File: src/rtl/wav_dfi_upd_arb.sv
// DFI update / low-power arbiter: arbitrates PHY update, PHY master, controller
// update and low-power requests onto the DFI sideband and blocks MC traffic meanwhile.
module wav_dfi_upd_arb #(
   parameter int unsigned TLP_RESP     = 8,
   parameter int unsigned TCTRLUPD_MIN = 2,
   parameter int unsigned TCTRLUPD_MAX = 16,
   parameter int unsigned TPHYUPD_RESP = 16
) (
   input  logic       clock,
   input  logic       reset,
   input  logic       init_start,
   input  logic       mc_idle,
   input  logic       mc_ctrlupd_req,
   input  logic       mc_lp_req,
   input  logic [5:0] mc_lp_wakeup,
   input  logic       phyupd_req,
   input  logic [1:0] phyupd_type,
   input  logic       phymstr_req,
   input  logic       ctrlupd_ack,
   input  logic       lp_ctrl_ack,
   output logic       ctrlupd_req,
   output logic       phyupd_ack,
   output logic       phymstr_ack,
   output logic       lp_ctrl_req,
   output logic [5:0] lp_ctrl_wakeup,
   output logic       cmd_block,
   output logic       lp_denied,
   output logic [2:0] err,
   output logic [2:0] arb_state
);

   localparam int unsigned CW = $clog2(TCTRLUPD_MAX + 1);
   localparam int unsigned LW = $clog2(TLP_RESP + 1);
   localparam int unsigned PW = $clog2(TPHYUPD_RESP + 1);

   typedef enum logic [2:0] {
      IDLE    = 3'd0,
      DRAIN   = 3'd1,
      PHYUPD  = 3'd2,
      PHYMSTR = 3'd3,
      CTRLUPD = 3'd4,
      LP_REQ  = 3'd5,
      LP_ACT  = 3'd6,
      LP_EXIT = 3'd7
   } state_t;

   state_t        state;
   logic          winner_mstr;
   logic          ctrl_pend;
   logic          lp_ack_q;
   logic [CW-1:0] ctrl_cnt;
   logic [LW-1:0] lp_cnt;
   logic [PW-1:0] phy_wait;

   logic ctrl_go;
   logic phy_waiting;
   logic winner_req;
   logic unused_type;

   // The update type carries no arbitration meaning; every type is handled alike.
   assign unused_type = ^phyupd_type;

   assign ctrl_go = (state == IDLE) && !init_start && !phyupd_req && !phymstr_req &&
                    ctrl_pend && mc_idle;
   assign phy_waiting = (phyupd_req && !phyupd_ack) || (phymstr_req && !phymstr_ack);
   assign winner_req  = winner_mstr ? phymstr_req : phyupd_req;
   assign arb_state   = state;

   always_ff @(posedge clock) begin
      if (reset) begin
         state          <= IDLE;
         winner_mstr    <= 1'b0;
         ctrl_pend      <= 1'b0;
         lp_ack_q       <= 1'b0;
         ctrl_cnt       <= '0;
         lp_cnt         <= '0;
         phy_wait       <= '0;
         ctrlupd_req    <= 1'b0;
         phyupd_ack     <= 1'b0;
         phymstr_ack    <= 1'b0;
         lp_ctrl_req    <= 1'b0;
         lp_ctrl_wakeup <= '0;
         cmd_block      <= 1'b0;
         lp_denied      <= 1'b0;
         err            <= '0;
      end else begin
         lp_denied <= 1'b0;
         lp_ack_q  <= lp_ctrl_ack;

         // New pulses merge into the pending flag; a pulse on the entry cycle re-arms it.
         if (mc_ctrlupd_req)
            ctrl_pend <= 1'b1;
         else if (ctrl_go)
            ctrl_pend <= 1'b0;

         // Response timer for PHY-initiated requests, saturating at the limit.
         if (!phy_waiting)
            phy_wait <= '0;
         else if (phy_wait == PW'(TPHYUPD_RESP))
            err[0] <= 1'b1;
         else
            phy_wait <= phy_wait + PW'(1);

         if (lp_ack_q && !lp_ctrl_ack && lp_ctrl_req)
            err[2] <= 1'b1;

         case (state)
            IDLE: begin
               cmd_block <= 1'b0;
               if (!init_start) begin
                  if (phyupd_req) begin
                     winner_mstr <= 1'b0;
                     cmd_block   <= 1'b1;
                     state       <= DRAIN;
                  end else if (phymstr_req) begin
                     winner_mstr <= 1'b1;
                     cmd_block   <= 1'b1;
                     state       <= DRAIN;
                  end else if (ctrl_pend) begin
                     cmd_block <= 1'b1;
                     if (ctrl_go) begin
                        ctrlupd_req <= 1'b1;
                        ctrl_cnt    <= CW'(1);
                        state       <= CTRLUPD;
                     end
                  end else if (mc_lp_req) begin
                     lp_ctrl_req    <= 1'b1;
                     lp_ctrl_wakeup <= mc_lp_wakeup;
                     lp_cnt         <= LW'(1);
                     cmd_block      <= 1'b1;
                     state          <= LP_REQ;
                  end
               end
            end

            DRAIN: begin
               if (init_start || !winner_req) begin
                  cmd_block <= 1'b0;
                  state     <= IDLE;
               end else if (mc_idle) begin
                  if (winner_mstr) begin
                     phymstr_ack <= 1'b1;
                     state       <= PHYMSTR;
                  end else begin
                     phyupd_ack <= 1'b1;
                     state      <= PHYUPD;
                  end
               end
            end

            PHYUPD: begin
               if (!phyupd_req || init_start) begin
                  phyupd_ack <= 1'b0;
                  cmd_block  <= 1'b0;
                  state      <= IDLE;
               end
            end

            PHYMSTR: begin
               if (!phymstr_req || init_start) begin
                  phymstr_ack <= 1'b0;
                  cmd_block   <= 1'b0;
                  state       <= IDLE;
               end
            end

            CTRLUPD: begin
               if ((ctrl_cnt >= CW'(TCTRLUPD_MIN) && !ctrlupd_ack) ||
                   ctrl_cnt == CW'(TCTRLUPD_MAX)) begin
                  if (ctrlupd_ack && ctrl_cnt == CW'(TCTRLUPD_MAX))
                     err[1] <= 1'b1;
                  ctrlupd_req <= 1'b0;
                  cmd_block   <= 1'b0;
                  state       <= IDLE;
               end else begin
                  ctrl_cnt <= ctrl_cnt + CW'(1);
               end
            end

            LP_REQ: begin
               if (!mc_lp_req) begin
                  lp_ctrl_req <= 1'b0;
                  if (lp_ctrl_ack) begin
                     state <= LP_EXIT;
                  end else begin
                     cmd_block <= 1'b0;
                     state     <= IDLE;
                  end
               end else if (lp_ctrl_ack) begin
                  state <= LP_ACT;
               end else if (lp_cnt == LW'(TLP_RESP)) begin
                  lp_ctrl_req <= 1'b0;
                  lp_denied   <= 1'b1;
                  cmd_block   <= 1'b0;
                  state       <= IDLE;
               end else begin
                  lp_cnt <= lp_cnt + LW'(1);
               end
            end

            LP_ACT: begin
               if (!mc_lp_req) begin
                  lp_ctrl_req <= 1'b0;
                  state       <= LP_EXIT;
               end
            end

            LP_EXIT: begin
               if (!lp_ctrl_ack) begin
                  cmd_block <= 1'b0;
                  state     <= IDLE;
               end
            end

            default: state <= IDLE;
         endcase
      end
   end

endmodule

File: config.mk
export PLATFORM = sky130hd
export DESIGN_NAME = wav_dfi_upd_arb
export DESIGN_NICKNAME = d
export VERILOG_FILES = /design/src/rtl/wav_dfi_upd_arb.sv
export SDC_FILE = /design/constraint.sdc
export NUM_CORES = 1
export LEC_CHECK = 0
export CAP_MARGIN = 20
export CORE_MARGIN = 4
export CORE_UTILIZATION = 40
export CTS_BUF_LIST = sky130_fd_sc_hd__clkbuf_2
export CTS_CLUSTER_SIZE = 40
export DETAILED_ROUTE_END_ITERATION = 12
export PLACE_DENSITY_LB_ADDON = 0.08
export RECOVER_POWER = 25
export SKIP_LAST_GASP = 1
export SYNTH_ARGS = -nofsm -noshare
export SYNTH_HDL_FRONTEND = slang
export SYNTH_SLANG_ARGS = --single-unit
File: constraint.sdc
create_clock -name clock -period 2.3 [get_ports clock]
set_input_delay 0.46 -clock clock [delete_from_list [all_inputs] [get_ports clock]]
set_output_delay 0.46 -clock clock [all_outputs]
set_load 0.01 [all_outputs]
==> summary.md <==
| Metric | Value |
|---|---|
| Fmax | `0.4868 GHz` |
| R2R depth | `6` |
| Leading register cell type out of synthesis | `dfxtp_1` |
| P&R area growth vs syn | `27.00%` |
| Grt met3 use | `0.04098` |
| Yosys warning count | `0` |
| Full die area | `5943 um2` |
| RSZ-0062 raised after global routing | `no` |
| Syn Area/Cell | `8.090 um2` |
| DRT Pass-1 Iters | `4` |
| Max-Cap Viols | `0` |
| Asr flop ratio synth | `0` |
| Initial core utilization | `0.4267` |
| CTS tree | `built` |
| Pwr/cell area | `635.5 nW/um2` |
| Proportion of layout cells with a drive suffix above 1 | `0.1268` |
| Setup CP Type | `input pin to flip-flop` |
| Seq/Total Area, Yosys | `0.3670` |
| Setup Fix Bufs, Post-CTS | `0` |
| Relative slew slack | `0.1565` |
| Latest clock arrival within the worst-skew pair | `0.38 ns` |
| Number of routed nets with antenna violations | `0` |
| Wire length of the first global-routing pass | `8024 um` |
| # diodes | `0` |
| Largest net degree at the start of global routing | `28` |
| Port buffer count | `33` |
| Worst-case clock buffer depth | `2` |
| GRT met2 Usage | `0.2666` |
| Dpl cells | `328` |
| Worst IR drop on VDD | `0.2685 mV` |
| Leakage | `0.9011 nW` |
| CTS buffer count | `5` |
| Cell taking the most area after synthesis | `dfxtp_1` |
| Synth unique cells | `57` |
| Period utilization | `0.8931` |
| Number of I/O pins | `36` |
| Final wirelength | `4595 um` |
| Crit Path Max Fanout | `27` |
| Crit start category | `input pin` |
| Final cell count without fillers | `336` |
| Routed vias/inst | `5.411` |
| Iteration-0 DRC Markers | `81` |
| Setup violators final | `0` |
| Slew Viols, Final | `0` |
| Vias | `1818` |
| Origin of the worst setup path | `reset` |
| Number of nets in the layout | `308` |
| Gpl congestion | `0.8832` |
| Synthesis-stage register bit count | `35` |
| Core box area | `4474 um2` |
| Tot GR Track Use | `0.1642` |
| Worst-Margin Slew | `1.265 ns` |
| Synth top area cells | `dfxtp_1, nand2_1, ha_1, a21oi_1, nor3_1` |
| Worst R2R Start | `arb_state[2]$_SDFFE_PP0P_` |
| Hold WS | `0.4669 ns` |
| Mapped Area | `1909 um2` |
| R2R Path End | `arb_state[2]$_SDFFE_PP0P_` |
| R2R setup slack | `0.40 ns` |
| Die Span X | `77.09 um` |
| Vias in the first global route | `1742` |
| Final min period | `2.054 ns` |
| Clock sink count | `35` |
| Skew final | `0.006825 ns` |
| Capture point of the worst path | `arb_state[2]$_SDFFE_PP0P_` |
| CP required | `2.60 ns` |
| Root buffer cell | `clkbuf_2` |
| Hold crit path type | `flip-flop to flip-flop` |
| HPWL Detailed | `3439 um` |
| CP arrival | `2.36 ns` |
| Met1 usage | `0.2168` |
| Die H | `77.09 um` |
| Final setup TNS | `0 ns` |
| Top cell type's share of synthesized area | `0.3670` |
| Syn nets | `261` |
| FP Rows | `24` |
| Hold-fix buffers, CTS | `0` |
| Per-cell routed wire length | `13.68 um` |
| EDFF count, synth | `0` |
| H-tree depth | `2` |
| Synthesized netlist cell count | `236` |
| Drt drc | `0` |
| Grt ovf | `0` |
| Gr busiest metal | `met2` |
| Clock-pin transition on the worst setup and hold timing paths | `0.19 ns` |
| Nature of the critical path endpoint | `flip-flop` |
| Final hold viol count | `0` |
| Outcome | `completed` |
| Post_cts resized | `0` |
| Initial antenna violation count | `0` |
## sequential cells by signal, indices dropped and copies added, names as in the netlist, 3 cells and up
register and flops:
err 3, lp_cnt 4, arb_state 3, phy_wait 5
ctrl_cnt 5, lp_ctrl_wakeup 6
## critical path, stage by stage
cell and delay (ns):
dlygate4sd3_1 0.54, clkbuf_1 0.93, nor4_1 0.16, a31o_2 0.26
## cells in the mapped netlist, types with 4 or more instances
library cell and count:
o211ai_1 5, nand2_1 27, a21oi_1 15, dfxtp_1 35, a31oi_1 7, nor3_1 14, nor2_1 18, nand3_1 12
ha_1 7, xnor2_1 5, inv_1 15, clkbuf_1 4, o21ai_0 5
## layout by cell type (no fill, tap or decap), types with 2 or more instances in the layout
cell type         n
o22ai_1           2
nand2_1          27
a21boi_0          2
a31oi_1           7
ha_1              7
o211ai_1          5
nor2_1           18
or4_1             3
nand4_1           3
inv_1            15
xor2_1            2
dfxtp_1          33
o2111ai_1         2
clkbuf_2          6
and2_1            2
dlygate4sd3_1     2
clkbuf_1          2
a21o_1            2
and3_1            3
nor2b_1           3
xnor2_1           5
or3_1             2
buf_4            16
o21ai_0           5
nor3_1           14
a21oi_1          15
a211oi_1          3
nand3_1          12
clkdlybuf4s50_1  31
mux2i_1           3
dfxtp_2           2
## layout make-up
| cell class | instances | area (um2) |
|---|---|---|
| multi-input cells | 175 | 1100 |
| flip-flops and latches | 35 | 703.2 |
| fillers | 438 | 2049 |
| clock inverters | 2 | 12.51 |
| inverters | 15 | 56.30 |
| well taps | 52 | 65.06 |
| repair buffers | 51 | 457.9 |
| clock buffers | 6 | 30.03 |
## metrics by stage
| step | area (um2) | power [mW] | utilization | setup slack, ns |
|---|---|---|---|---|
| finish | 2425 | 1.541 | 0.5419 | 0.2459 |
| global placement | 2387 | 1.259 | 0.5336 | 0.06108 |
| detailed placement | 2387 | 1.256 | 0.5336 | 0.05287 |
| CTS | 2430 | 1.553 | 0.5431 | 0.04163 |
| floorplan | 1909 | 1.056 | - | 0.5846 |
| global route | 2425 | 1.655 | 0.5419 | 0.1015 |
## worst min-delay path by stage
stage | slack, ns | endpoint | depth (start not counted) | start
final | 0.47 | lp_ctrl_wakeup[5]$_SDFFE_PP0P_ | 2 | lp_ctrl_wakeup[5]$_SDFFE_PP0P_
after global routing | 0.49 | lp_ctrl_wakeup[5]$_SDFFE_PP0P_ | 2 | lp_ctrl_wakeup[5]$_SDFFE_PP0P_
after CTS | 0.47 | lp_ctrl_wakeup[5]$_SDFFE_PP0P_ | 2 | lp_ctrl_wakeup[5]$_SDFFE_PP0P_
after detailed placement | 0.45 | lp_ctrl_wakeup[5]$_SDFFE_PP0P_ | 2 | lp_ctrl_wakeup[5]$_SDFFE_PP0P_
after global placement | 0.45 | lp_ctrl_wakeup[3]$_SDFFE_PP0P_ | 2 | lp_ctrl_wakeup[3]$_SDFFE_PP0P_
after floorplan | 0.46 | err[2]$_SDFFE_PP0P_ | 2 | lp_ack_q$_SDFF_PP0_
## per-layer routing
metal | part of all wire | vias to the layer above
met3 | 0.052 | 6
li1 | - | 940
met2 | 0.44 | 39
met1 | 0.49 | 833
met5 | 0 | -
met4 | 0.015 | 0
## cells by family after synthesis
logic type | after synthesis | share of synthesized area
and+or+nand+nor | 101 | 0.2726
xor gates and xnor gates | 7 | 0.03211
adders and majority gates | 7 | 0.04587
muxes | 4 | 0.02163
buffers and inverters | 26 | 0.05700
DFF | 35 | 0.3670
AOI/OAI and AO/OA | 56 | 0.2038
## where the power goes
| group | switching (mW) | leakage (nW) | internal (mW) |
|---|---|---|---|
| Combinational | 0.272 | 0.587 | 0.266 |
| Clock | 0.216 | 0.0290 | 0.0775 |
| Sequential | 0.0618 | 0.285 | 0.648 |
Power figures use the tool's default switching activity.
==> RTL edit 1, RTL diff (same settings) <==
Make the reset (`reset`) asynchronous in one clocked block.
--- a/src/rtl/wav_dfi_upd_arb.sv
+++ b/src/rtl/wav_dfi_upd_arb.sv
@@ -66,7 +66,7 @@
    assign winner_req  = winner_mstr ? phymstr_req : phyupd_req;
    assign arb_state   = state;
 
-   always_ff @(posedge clock) begin
+   always_ff @(posedge clock or posedge reset) begin
       if (reset) begin
          state          <= IDLE;
          winner_mstr    <= 1'b0;
Behaviour: differs if reset is asserted again (counterexample within 4 cycles, from zero or initial values and one cycle with reset high); with reset held inactive, the same outputs for 4 cycles.
==> RTL edit 1 against the unedited design <==
Synthesized area is 6.5% higher; power is 63% higher; die area grew 5.8%; clock power up 75%; highest routed layer unchanged; sequential share of layout area is 4.6 points higher; sequential cell count is the same; critical path type is now reg2out; design area grew 7.5%; wire length down 1.8%; critical endpoint is now arb_state[0]; worst setup slack worse by 100 ps.
==> RTL edit 1: results (changes against the unedited design) <==
| Metric | Value |
|---|---|
| Outcome | `completed (unchanged)` |
| WP data arrival | `1700 ps (was 2360 ps)` |
| Worst Reg-to-Reg Cells | `7 (was 6)` |
| Crit-path slowest cell | `clkdlybuf4s50_1 (was clkbuf_1)` |
| Top post-synthesis cells by area | `dfrtp_1, mux2_2, ha_1 (was dfxtp_1, nand2_1, ha_1)` |
| Synth cell count leaders | `dfrtp_1, nand2_1, o21ai_0 (was dfxtp_1, nand2_1, nor2_1)` |
| Hold EP | `err[1] (was lp_ctrl_wakeup[5])` |
| Critical Path Fanout Max | `11 (was 27)` |
| Largest net degree at the start of global routing | `36 (was 28)` |
| Starting DRT DRC Count | `59 (was 81)` |
| Final net count | `280 (was 308)` |
| Reg-to-Reg End | `arb_state[2] (unchanged)` |
| Gr usage total | `0.162 (was 0.164)` |
| Clk_skew | `6.70 ps (was 6.83 ps)` |
| Lkg Pwr | `1.18 nW (was 0.901 nW)` |
| Average via count per standard cell | `5.13 (was 5.41)` |
| Vias in the first global route | `1641 (was 1742)` |
| Syn nets | `234 (was 261)` |
| Final Routed Wirelength | `4510 um (was 4600 um)` |
| Netlist cell types | `53 (was 57)` |
| Max IR drop VDD | `0.459 mV (was 0.268 mV)` |
| Share of layout cells above drive strength 1 | `0.156 (was 0.127)` |
| Pre-antenna DRT Iters | `4 (unchanged)` |
| CP max stage delay | `550 ps (was 930 ps)` |
| Met3 WL | `168 um (was 240 um)` |
| Worst reg2reg setup slack | `320 ps (was 400 ps)` |
| GP Congestion | `0.747 (was 0.883)` |
| First-pass GRT wire length | `7910 um (was 8020 um)` |
| Grt met2 use | `0.276 (was 0.267)` |
| GR met1 Demand/Resource | `0.196 (was 0.217)` |
| Worst reg2reg path startpoint | `ctrl_cnt[0] (was arb_state[2])` |
==> RTL edit 1: tightest hold or removal path: cells and delay by family (launching register included) <==
| kind | cells | cell delay, ps |
|---|---|---|
| flops | 1 | 380 |
| compound gates | 1 | 50 |
| buf+inv | 1 | 40 |
==> RTL edit 1: how the worst max path moves through the flow <==
stage,from,endpoint,depth (start not counted)
final,arb_state[0],arb_state[0],2
after global routing,arb_state[0],arb_state[0],2
after CTS,arb_state[0],arb_state[0],2
after detailed placement,init_start,arb_state[2],5
after global placement,init_start,ctrl_cnt[1],5
after floorplan,arb_state[2],lp_ctrl_wakeup[0],4
==> RTL edit 1: kinds of logic after synthesis <==
group	count (synthesis)	share of synthesized area
XOR/XNOR	4	0.0172
multiplexers	16	0.0843
flip-flops	35	0.431
adder cells (fa/ha/maj)	7	0.0431
AND/OR/NAND/NOR	70	0.193
buffers and inverters	23	0.0505
AO/OA/AOI/OAI	54	0.182
==> RTL edit 1: where the power goes <==
part	total, mW	internal (mW)	leakage (nW)	switching (mW)
logic	1.06	0.529	0.685	0.532
registers	0.937	0.771	0.443	0.167
clock network	0.514	0.298	0.0532	0.216
==> RTL edit 1: final cells by class <==
class / count / area [um^2]
Clock buffer: 6 / 30.0
Timing Repair Buffer: 48 / 449
Clock inverter: 2 / 60.1
Sequential cell: 35 / 876
Multi-Input combinational cell: 151 / 1050
Tap cell: 67 / 83.8
Inverter: 14 / 52.6
Fill cell: 466 / 2210
==> RTL edit 1: metrics by stage <==
stage / hold WS [ps] / area (um^2) / std cells / setup WS, ps
floorplan: 463 / 2030 / 209 / 461
global placement: 446 / 2520 / 315 / 53.1
detailed placement: 446 / 2520 / 315 / 48.7
CTS: 436 / 2610 / 323 / 111
global route: 524 / 2610 / 323 / 50.7
finish: 485 / 2610 / 323 / 142
==> RTL edit 2, RTL diff (config.mk and constraints unchanged) <==
Made on the original files. The parameter `TPHYUPD_RESP` goes from 16 to 64.
--- a/src/rtl/wav_dfi_upd_arb.sv
+++ b/src/rtl/wav_dfi_upd_arb.sv
@@ -4,7 +4,7 @@
    parameter int unsigned TLP_RESP     = 8,
    parameter int unsigned TCTRLUPD_MIN = 2,
    parameter int unsigned TCTRLUPD_MAX = 16,
-   parameter int unsigned TPHYUPD_RESP = 16
+   parameter int unsigned TPHYUPD_RESP = 64
 ) (
    input  logic       clock,
    input  logic       reset,
Formal check against the unedited RTL: no difference found for any inputs over 4 cycles, from zero or initial values and one cycle with reset high; that may be too few to reach the edited logic, so the function may still have changed.
==> RTL edit 2 against the unedited design <==
Design area rose by 8.9%; power rose by 12%; wire length rose by 4.9%; global-route usage fell by 0.27 points; fmax fell by 2.0%; synthesized area rose by 7.9%; sequential cell count rose by 2; combinational power rose by 7.8%; first-iteration DRC count rose by 25%; worst hold slack got worse by 1.8 ps; largest cell class unchanged; clock power rose by 40%; cell count rose by 6.8%; worst setup slack got worse by 42 ps; via count rose by 1.1%; critical path type is now reg2out.
==> RTL edit 2: results (changes against the unedited design) <==
| Metric | Value |
|---|---|
| Gr usage total | `0.162 (was 0.164)` |
| Post-CTS setup repair buffer count | `0 (unchanged)` |
| Crit-path slowest cell | `dfxtp_1 (was clkbuf_1)` |
| WL/cell | `13.4 um (was 13.7 um)` |
| Worst Max-Slew Pin Slew | `522 ps (was 1270 ps)` |
| Average via count per standard cell | `5.12 (was 5.41)` |
| Fillers | `489 (was 438)` |
| Detailed Place HPWL | `3620 um (was 3440 um)` |
| WP data arrival | `1640 ps (was 2360 ps)` |
| Clk slew on worst S/H paths | `200 ps` |
| GP Congestion | `0.892 (was 0.883)` |
| Final net count | `316 (was 308)` |
| Starting DRT DRC Count | `101 (was 81)` |
| Top delay family on crit path | `flip-flops (was buffers and inverters)` |
| Share of layout cells above drive strength 1 | `0.151 (was 0.127)` |
| Biggest regs | `phy_wait x7, lp_ctrl_wakeup x6, ctrl_cnt x5 (was lp_ctrl_wakeup x6, ctrl_cnt x5, phy_wait x5)` |
| Synth cell count leaders | `dfxtp_1, nor2_1, a21oi_1 (was dfxtp_1, nand2_1, nor2_1)` |
| CP max stage delay | `630 ps (was 930 ps)` |
| Cts repair resizes | `0 (unchanged)` |
| Ys Warns | `0 (unchanged)` |
| Total CTS buffers | `5 (unchanged)` |
| Top post-synthesis cells by area | `dfxtp_1, nor2_1, ha_1 (was dfxtp_1, nand2_1, ha_1)` |
| Diode count | `0 (unchanged)` |
| Skew-Pair Late Insertion Delay | `390 ps` |
| Pre-antenna DRT Iters | `4 (unchanged)` |
| Clk_skew | `13.7 ps (was 6.83 ps)` |
| Vias in the first global route | `1766 (was 1742)` |
| Largest net degree at the start of global routing | `15 (was 28)` |
| Outcome | `completed (unchanged)` |
| Root Driver | `clkbuf_2 (unchanged)` |
| First-pass GRT wire length | `8220 um (was 8020 um)` |
| Critical Path Fanout Max | `10 (was 27)` |
| Max IR drop VDD | `0.419 mV (was 0.268 mV)` |
| I/O Buffers | `33 (unchanged)` |
| Lkg Pwr | `0.986 nW (was 0.901 nW)` |
| Post-synthesis sequential area ratio | `0.360 (was 0.367)` |
| Netlist cell types | `65 (was 57)` |
| H-tree depth | `2 (unchanged)` |
-- RTL edit 2: changes by cell type in the layout (fill, tap and decap cells not counted), sizes merged, moves of 3 or more --
cell | unedited run | this run
xnor2 | 5 | 2
buf | 16 | 23
nor2 | 20 | 27
nor4b | 0 | 3
nor3 | 15 | 9
o211ai | 5 | 2
a31oi | 7 | 2
xor2 | 2 | 7
nand2 | 27 | 16
-- RTL edit 2: kinds of logic (layout without fill, tap and decap cells) --
logic type / count (synthesis) / count (layout) / synth area share
AND/OR/NAND/NOR: 97 / 97 / 0.276
AO/OA/AOI/OAI: 52 / 52 / 0.176
flip-flops: 37 / 37 / 0.360
buffers and inverters: 27 / 83 / 0.0668
XOR/XNOR: 9 / 9 / 0.0383
adder cells (fa/ha/maj): 7 / 7 / 0.0425
multiplexers: 7 / 7 / 0.0413
-- RTL edit 2: metal layers --
metal / track usage / routed length, um / vias up
li1: - / - / 961
met1: 0.224 / 2480 / 837
met2: 0.245 / 2050 / 33
met3: 0.0372 / 226 / 7
met4: 0.0557 / 61 / 0
met5: 0 / 0 / -
-- RTL edit 2: path summary, 6_finish.rpt --
path                             to  slack (ps)               from  cells after the start
hold / removal    lp_ctrl_wakeup[1]         470  lp_ctrl_wakeup[1]                      2
setup reg to reg        ctrl_cnt[4]         250       arb_state[2]                      7
hold reg to reg   lp_ctrl_wakeup[1]         470  lp_ctrl_wakeup[1]                      2
setup / recovery       arb_state[1]         200       arb_state[1]                      1
-- RTL edit 2: power breakdown --
| part | internal, mW | leakage [nW] | switching (mW) | total, mW |
|---|---|---|---|---|
| registers | 0.680 | 0.300 | 0.0548 | 0.735 |
| logic | 0.294 | 0.649 | 0.286 | 0.580 |
| clock network | 0.180 | 0.0366 | 0.229 | 0.409 |
-- RTL edit 2: stage by stage --
step / cells / cell area (um^2) / util / setup slack, ps
6_report: 359 / 2640 / 0.545 / 204
4_1_cts: 359 / 2660 / 0.548 / 170
3_3_place_gp: 351 / 2590 / 0.534 / -101
5_1_grt: 359 / 2640 / 0.545 / 90.2
3_5_place_dp: 351 / 2590 / 0.534 / -130
2_1_floorplan: 236 / 2060 / - / 469
-- RTL edit 2: layout make-up --
type                            instances  area, um^2  share of cell area
Multi-Input combinational cell        172        1170               0.444
Tap cell                               67        83.8              0.0318
Sequential cell                        37         741               0.281
Clock inverter                          3        41.3              0.0156
Clock buffer                            5        25.0             0.00948
Timing Repair Buffer                   59         518               0.196
Inverter                               16        60.1              0.0227
